### config.mk
export PLATFORM = sky130hd
export DESIGN_NAME = pipelined_adder
export DESIGN_NICKNAME = d
export VERILOG_FILES = /design/src/rtl/pipelined_adder.sv
export SDC_FILE = /design/constraint.sdc
export NUM_CORES = 1
export LEC_CHECK = 0
export ABC_AREA = 1
export CORE_ASPECT_RATIO = 0.8
export CORE_UTILIZATION = 41
export DETAILED_ROUTE_END_ITERATION = 12
export PLACE_DENSITY = 0.66
export SKIP_CTS_REPAIR_TIMING = 1
export SLEW_MARGIN = 15
export SYNTH_ARGS = -nofsm -noshare
export SYNTH_HDL_FRONTEND = slang
export SYNTH_SLANG_ARGS = --single-unit
### constraint.sdc
create_clock -name clk -period 3.6 [get_ports clk]
set_input_delay 0.54 -clock clk [delete_from_list [all_inputs] [get_ports clk]]
set_output_delay 0.54 -clock clk [all_outputs]
set_load 0.005 [all_outputs]
### src/rtl/pipelined_adder.sv
// pipelined_adder: ripple-carry adder/subtractor, one SEG-bit segment per pipeline stage.
// Operands skew forward a segment per stage; finished sum segments shift in from the top.
module pipelined_adder #(
    parameter int WIDTH = 8,
    parameter int SEG = 4,
    localparam int NSEG = WIDTH / SEG
) (
    input  logic             clk,
    input  logic             rst,
    input  logic             in_valid,
    input  logic [WIDTH-1:0] a,
    input  logic [WIDTH-1:0] b,
    input  logic             cin,
    input  logic             sub,
    output logic             out_valid,
    output logic [WIDTH-1:0] sum,
    output logic             cout,
    output logic             ovf
);
    if (WIDTH % SEG != 0 || NSEG < 1) begin : g_bad_width
        $error("pipelined_adder: WIDTH must be a non-zero multiple of SEG");
    end
    logic [WIDTH-1:0] in_a [NSEG];
    logic [WIDTH-1:0] in_b [NSEG];
    logic [WIDTH-1:0] in_s [NSEG];
    logic [WIDTH-1:0] st_s [NSEG];
    logic [WIDTH-1:0] q_a [NSEG];
    logic [WIDTH-1:0] q_b [NSEG];
    logic [WIDTH-1:0] q_s [NSEG];
    logic [SEG-1:0]   st_seg [NSEG];
    logic             in_c [NSEG];
    logic             in_v [NSEG];
    logic             st_c [NSEG];
    logic             q_c [NSEG];
    logic             q_v [NSEG];
    logic             q_o;
    logic             ovf_n;
    // Operands are pre-shifted so each stage always works on the low SEG bits.
    always_comb begin
        in_a[0] = a;
        in_b[0] = sub ? ~b : b;
        in_s[0] = '0;
        in_c[0] = sub ^ cin;
        in_v[0] = in_valid;
        for (int k = 1; k < NSEG; k++) begin
            in_a[k] = q_a[k-1];
            in_b[k] = q_b[k-1];
            in_s[k] = q_s[k-1];
            in_c[k] = q_c[k-1];
            in_v[k] = q_v[k-1];
        end
        for (int k = 0; k < NSEG; k++) begin
            {st_c[k], st_seg[k]} = {1'b0, in_a[k][SEG-1:0]} + {1'b0, in_b[k][SEG-1:0]} + (SEG+1)'(in_c[k]);
            st_s[k] = (in_s[k] >> SEG) | (WIDTH'(st_seg[k]) << (WIDTH - SEG));
        end
        // Carry into the MSB is recovered from the MSB operand and sum bits.
        ovf_n = in_a[NSEG-1][SEG-1] ^ in_b[NSEG-1][SEG-1] ^ st_seg[NSEG-1][SEG-1] ^ st_c[NSEG-1];
    end
    always_ff @(posedge clk) begin
        if (rst) begin
            for (int k = 0; k < NSEG; k++) begin
                q_a[k] <= '0;
                q_b[k] <= '0;
                q_s[k] <= '0;
                q_c[k] <= 1'b0;
                q_v[k] <= 1'b0;
            end
            q_o <= 1'b0;
        end else begin
            for (int k = 0; k < NSEG; k++) begin
                q_v[k] <= in_v[k];
                if (in_v[k]) begin
                    q_a[k] <= in_a[k] >> SEG;
                    q_b[k] <= in_b[k] >> SEG;
                    q_s[k] <= st_s[k];
                    q_c[k] <= st_c[k];
                end
            end
            if (in_v[NSEG-1]) q_o <= ovf_n;
        end
    end
    assign out_valid = q_v[NSEG-1];
    assign sum = q_s[NSEG-1];
    assign cout = q_c[NSEG-1];
    assign ovf = q_o;
endmodule

## Yosys cells after proc, flatten, opt, wreduce, memory -nomap -nowiden

Memory sizes are Yosys's and may differ from the RTL's.
Cells that the tools add are included.

| storage, ports and cells | value |
|---|---|
| flip-flop bits (word level) | 1 |
| RAM bits | 36 |
| input bits | 21 |
| output and inout port bits | 11 |
| word-level logic and storage cells | 46 |
| memories kept | 5 |

| cells by class | value |
|---|---|
| add/subtract/negate cells | 4 |
| muxes and demuxes | 20 |
| bitwise operators | 16 |

Memories:

| memory | depth | width | rd ports | clocked after memory_dff | wr ports | line | text |
|---|---|---|---|---|---|---|---|
| q_s | 2 | 8 | 2 | 0 | 2 | 29 | `logic [WIDTH-1:0] q_s [NSEG];` |
| q_a | 2 | 4 | 1 | 0 | 2 | 27 | `logic [WIDTH-1:0] q_a [NSEG];` |
| q_b | 2 | 4 | 1 | 0 | 2 | 28 | `logic [WIDTH-1:0] q_b [NSEG];` |
| q_c | 2 | 1 | 2 | 0 | 2 | 34 | `logic q_c [NSEG];` |
| q_v | 2 | 1 | 2 | 0 | 2 | 35 | `logic q_v [NSEG];` |

Operators by type and width:

| kind | count |
|---|---|
| $mux W8 | 3 |
| $mux W4 | 4 |
| $mux W1 | 13 |
| $add A4 B4 Y5 | 2 |
| $add A5 B1 Y5 | 2 |
| $or A1 B1 Y1 | 10 |
| $not A8 Y8 | 1 |
| $or A4 B8 Y8 | 1 |
| $xor A1 B1 Y1 | 4 |

## Logic depth before layout (Yosys ltp)

| logic depth | value |
|---|---|
| depth in word-level cells | 5 |
| depth in mapped cells | 10 |
| mapped depth without buffers | 10 |

## Worst setup path before layout

OpenSTA, ideal clock, no wires.

| timing path | value |
|---|---|
| kind | input to register |
| start | input port sub |
| end | memory q_c[0][0], data pin |
| library setup time | 0.261 ns |
| arrival time | 2.022 ns |
| data required time | 3.339 ns |
| path slack | 1.317 ns |
| stages on the path | 8 |
| path through | buf_2 -> xor2_1 -> fa_1 -> fa_1 -> nand2_1 -> inv_1 -> o21ai_0 -> a21oi_1 |

RTL lines:

| item | line | text |
|---|---|---|
| start, declared | 14 | `input logic sub,` |
| end, declared | 34 |  |

==> impl_metrics.tcl <==
set metrics [dict create \
    fin_nets 194 \
    routed_wl_um 1840 \
    setup.worst_path.start_class "input pin" \
    cts_buffers 3 \
    final_cell_mix "clkdlybuf4s50_1 (31), nor2_1 (25), inv_1 (24), edfxtp_1 (22), nand2_1 (14)" \
    hold_path.class "reg -> reg" \
    holdWs_ns 0.477 \
    outcome "finished, violations left" \
    grt_pass1_wl_um 3220 \
    die_h_um 52.9 \
    dieArea_um2 3470 \
    leakage_uw 0.000753 \
    cpMostUsedCell "fa_1" \
    synth_edf_count 22 \
    vias 865 \
    hold_violations 0 \
    start_util_pct 43.0 \
    grt_max_degree 16 \
    dr.pass1.iters 8 \
    multi_input_comb_area_um2 493 \
    fmax_ghz 0.375 \
    cts_root_buf "clkbuf_8" \
    cpMaxStageDelayCell "clkdlybuf4s50_1" \
    maxCapViolCount 0 \
    ff_latch_area_um2 721 \
    endpoint_kind "register" \
    grt_usage_pct 13.0 \
    cp_max_fo 9 \
    rsz0062_at_grt "no" \
    syn2layout_area_growth_pct 29.6 \
    layout_min_cycle_time_ns 2.66 \
    synth_nets 160 \
    coreArea_um2 3090 \
    slew_viol_final 0 \
    synth_cell_type_count 19 \
    tns_ns 0 \
    p_per_area_nw_per_um2 383 \
    drive_gt1_share_pct 6.17 \
    ys_seq_area_share_pct 54.3 \
    dieWidth_um 65.6 \
    cts_tree "built" \
    cts.sinks 25 \
    syn_inst 129 \
    drc 1 \
    netlist_area_um2 1330 \
    place_congestion 0.837 \
    drt_iter0_drc 17 \
    setup_viol 0 \
    antenna_found_initial 0 \
    crit_path_max_incr_delay_ns 0.64 \
    grt_pass1_vias 770 \
    ir_drop_v 0.000175 \
    ctsHtreeMaxLevel 1 \
    syn-mean-instance-area_um2 10.3 \
    fill_cells 260 \
    clk_path_buf_depth 2 \
    clkTransAtPathRegs_ns 0.08 \
    placed_cell_area_um2 1670 \
    synth-seq-cells 25 \
    async_flop_share_pct 0 \
    worstSetupPathType "in -> reg" \
    violations "DRC" \
    wl_per_cell_um 9.10 \
    dp_hpwl_um 1520 \
    cp_top_family "adder cells" \
    port_buffers 31 \
    clkLatencyLatePin_ns 0.26 \
    synth_warnings 0 \
    finalPower_uw 660 \
    drtAntennaViolNets 0 \
    critPathBufInv 2 \
    mostFrequentLayoutCell "clkdlybuf4s50_1" \
    fin_area_um2 1720 \
    period_share_pct 74.0 \
    fp-row-count 18 \
    diodes 0 \
    tightest_slew_ns 0.508 \
    critical_path.cell_chain "clkdlybuf4s50_1 -> xor2_1 -> fa_1 -> fa_1 -> nand2_1 -> inv_1 -> o21ai_0 -> a21oi_1" \
    boundaryPins 32 \
    grt-ovfl-total 0 \
    viasPerCell 4.28 \
    synth_ff_type "edfxtp_1" \
    required_ns 3.62 \
    skew_ns 0.00278 \
    worstPathArrival_ns 2.69 \
    relSlewSlack_pct 66.1 \
]
-- worst paths after layout --
kind | startpoint | to | slack [ns] | depth (start not counted)
min reg2reg | ovf$_SDFFE_PP0P_ | ovf$_SDFFE_PP0P_ | 0.48 | 2
max reg2reg | q_a[0][0]$_SDFFCE_PN0P_ | q_c[0][1]$_SDFFCE_PN0P_ | 1.90 | 8
max | sub | q_c[0][0]$_SDFFCE_PN0P_ | 0.94 | 8
min | ovf$_SDFFE_PP0P_ | ovf$_SDFFE_PP0P_ | 0.48 | 2
-- tightest hold or removal path: stages, from the launching register on --
cell,delay (ns)
dfxtp_1,0.32
nand3_1,0.07
nand2_1,0.04
-- report_power, final --
| part | leakage [µW] | internal, µW | switching (µW) |
|---|---|---|---|
| Combinational | 0.000467 | 73.9 | 68.9 |
| Clock | 0.0000217 | 78.3 | 84.6 |
| Sequential | 0.000264 | 347 | 7.57 |
-- area by class of cell --
| cell class | count | area share, % |
|---|---|---|
| sequential | 25 | 41.9 |
| multi-input combinational | 77 | 28.7 |
| timing repair buffer | 32 | 18.5 |
| inverter | 24 | 5.24 |
| tap | 40 | 2.91 |
| clock buffer | 3 | 2.40 |
| clock inverter | 1 | 0.436 |
-- layer usage --
layer  GRT usage, %  vias up  part of all wire, %  wire length (µm)
li1               -      473                    -                 -
met1           15.6      359                   47               873
met2           21.1       29                   44               808
met3           2.16        4                  5.8               106
met4           9.78        0                  2.7                50
met5              0        -                    0                 0
-- cell usage after synthesis (all sizes together), types with 2 or more instances --
library cell	n	area, µm²
a21oi	4	20.0
buf	3	23.8
o21ai	2	10.0
xnor2	4	35.0
dfxtp	3	60.1
nor2	28	113
inv	24	90.1
xor2	5	43.8
nand3	7	35.0
edfxtp	22	661
nand2	14	52.6
ha	6	75.1
fa	4	80.1
-- sequential cells by signal (all words and copies together), names as in the netlist --
register / count
q_s: 12
q_b: 4
q_v: 2
q_a: 4
ovf: 1
q_c: 2
-- kinds of logic (layout without fill, tap and decap cells) --
group	Yosys count	after routing	share of synthesized area, %
AOI/OAI and AO/OA	6	6	2.26
xor gates and xnor gates	9	9	5.94
adders and majority gates	10	10	11.7
buffers and inverters	27	60	8.58
DFF	25	25	54.3
and+or+nand+nor	52	52	17.2
-- stage by stage --
| stage | instances | setup WS [ns] | utilization, % |
|---|---|---|---|
| 2_1_floorplan | 129 | 1.32 | - |
| 3_3_place_gp | 198 | 0.713 | 54.2 |
| 3_5_place_dp | 198 | 0.632 | 54.2 |
| 4_1_cts | 202 | 0.921 | 55.8 |
| 5_1_grt | 202 | 0.842 | 55.8 |
| 6_report | 202 | 0.935 | 55.8 |
(Power assumes the default switching activity.)
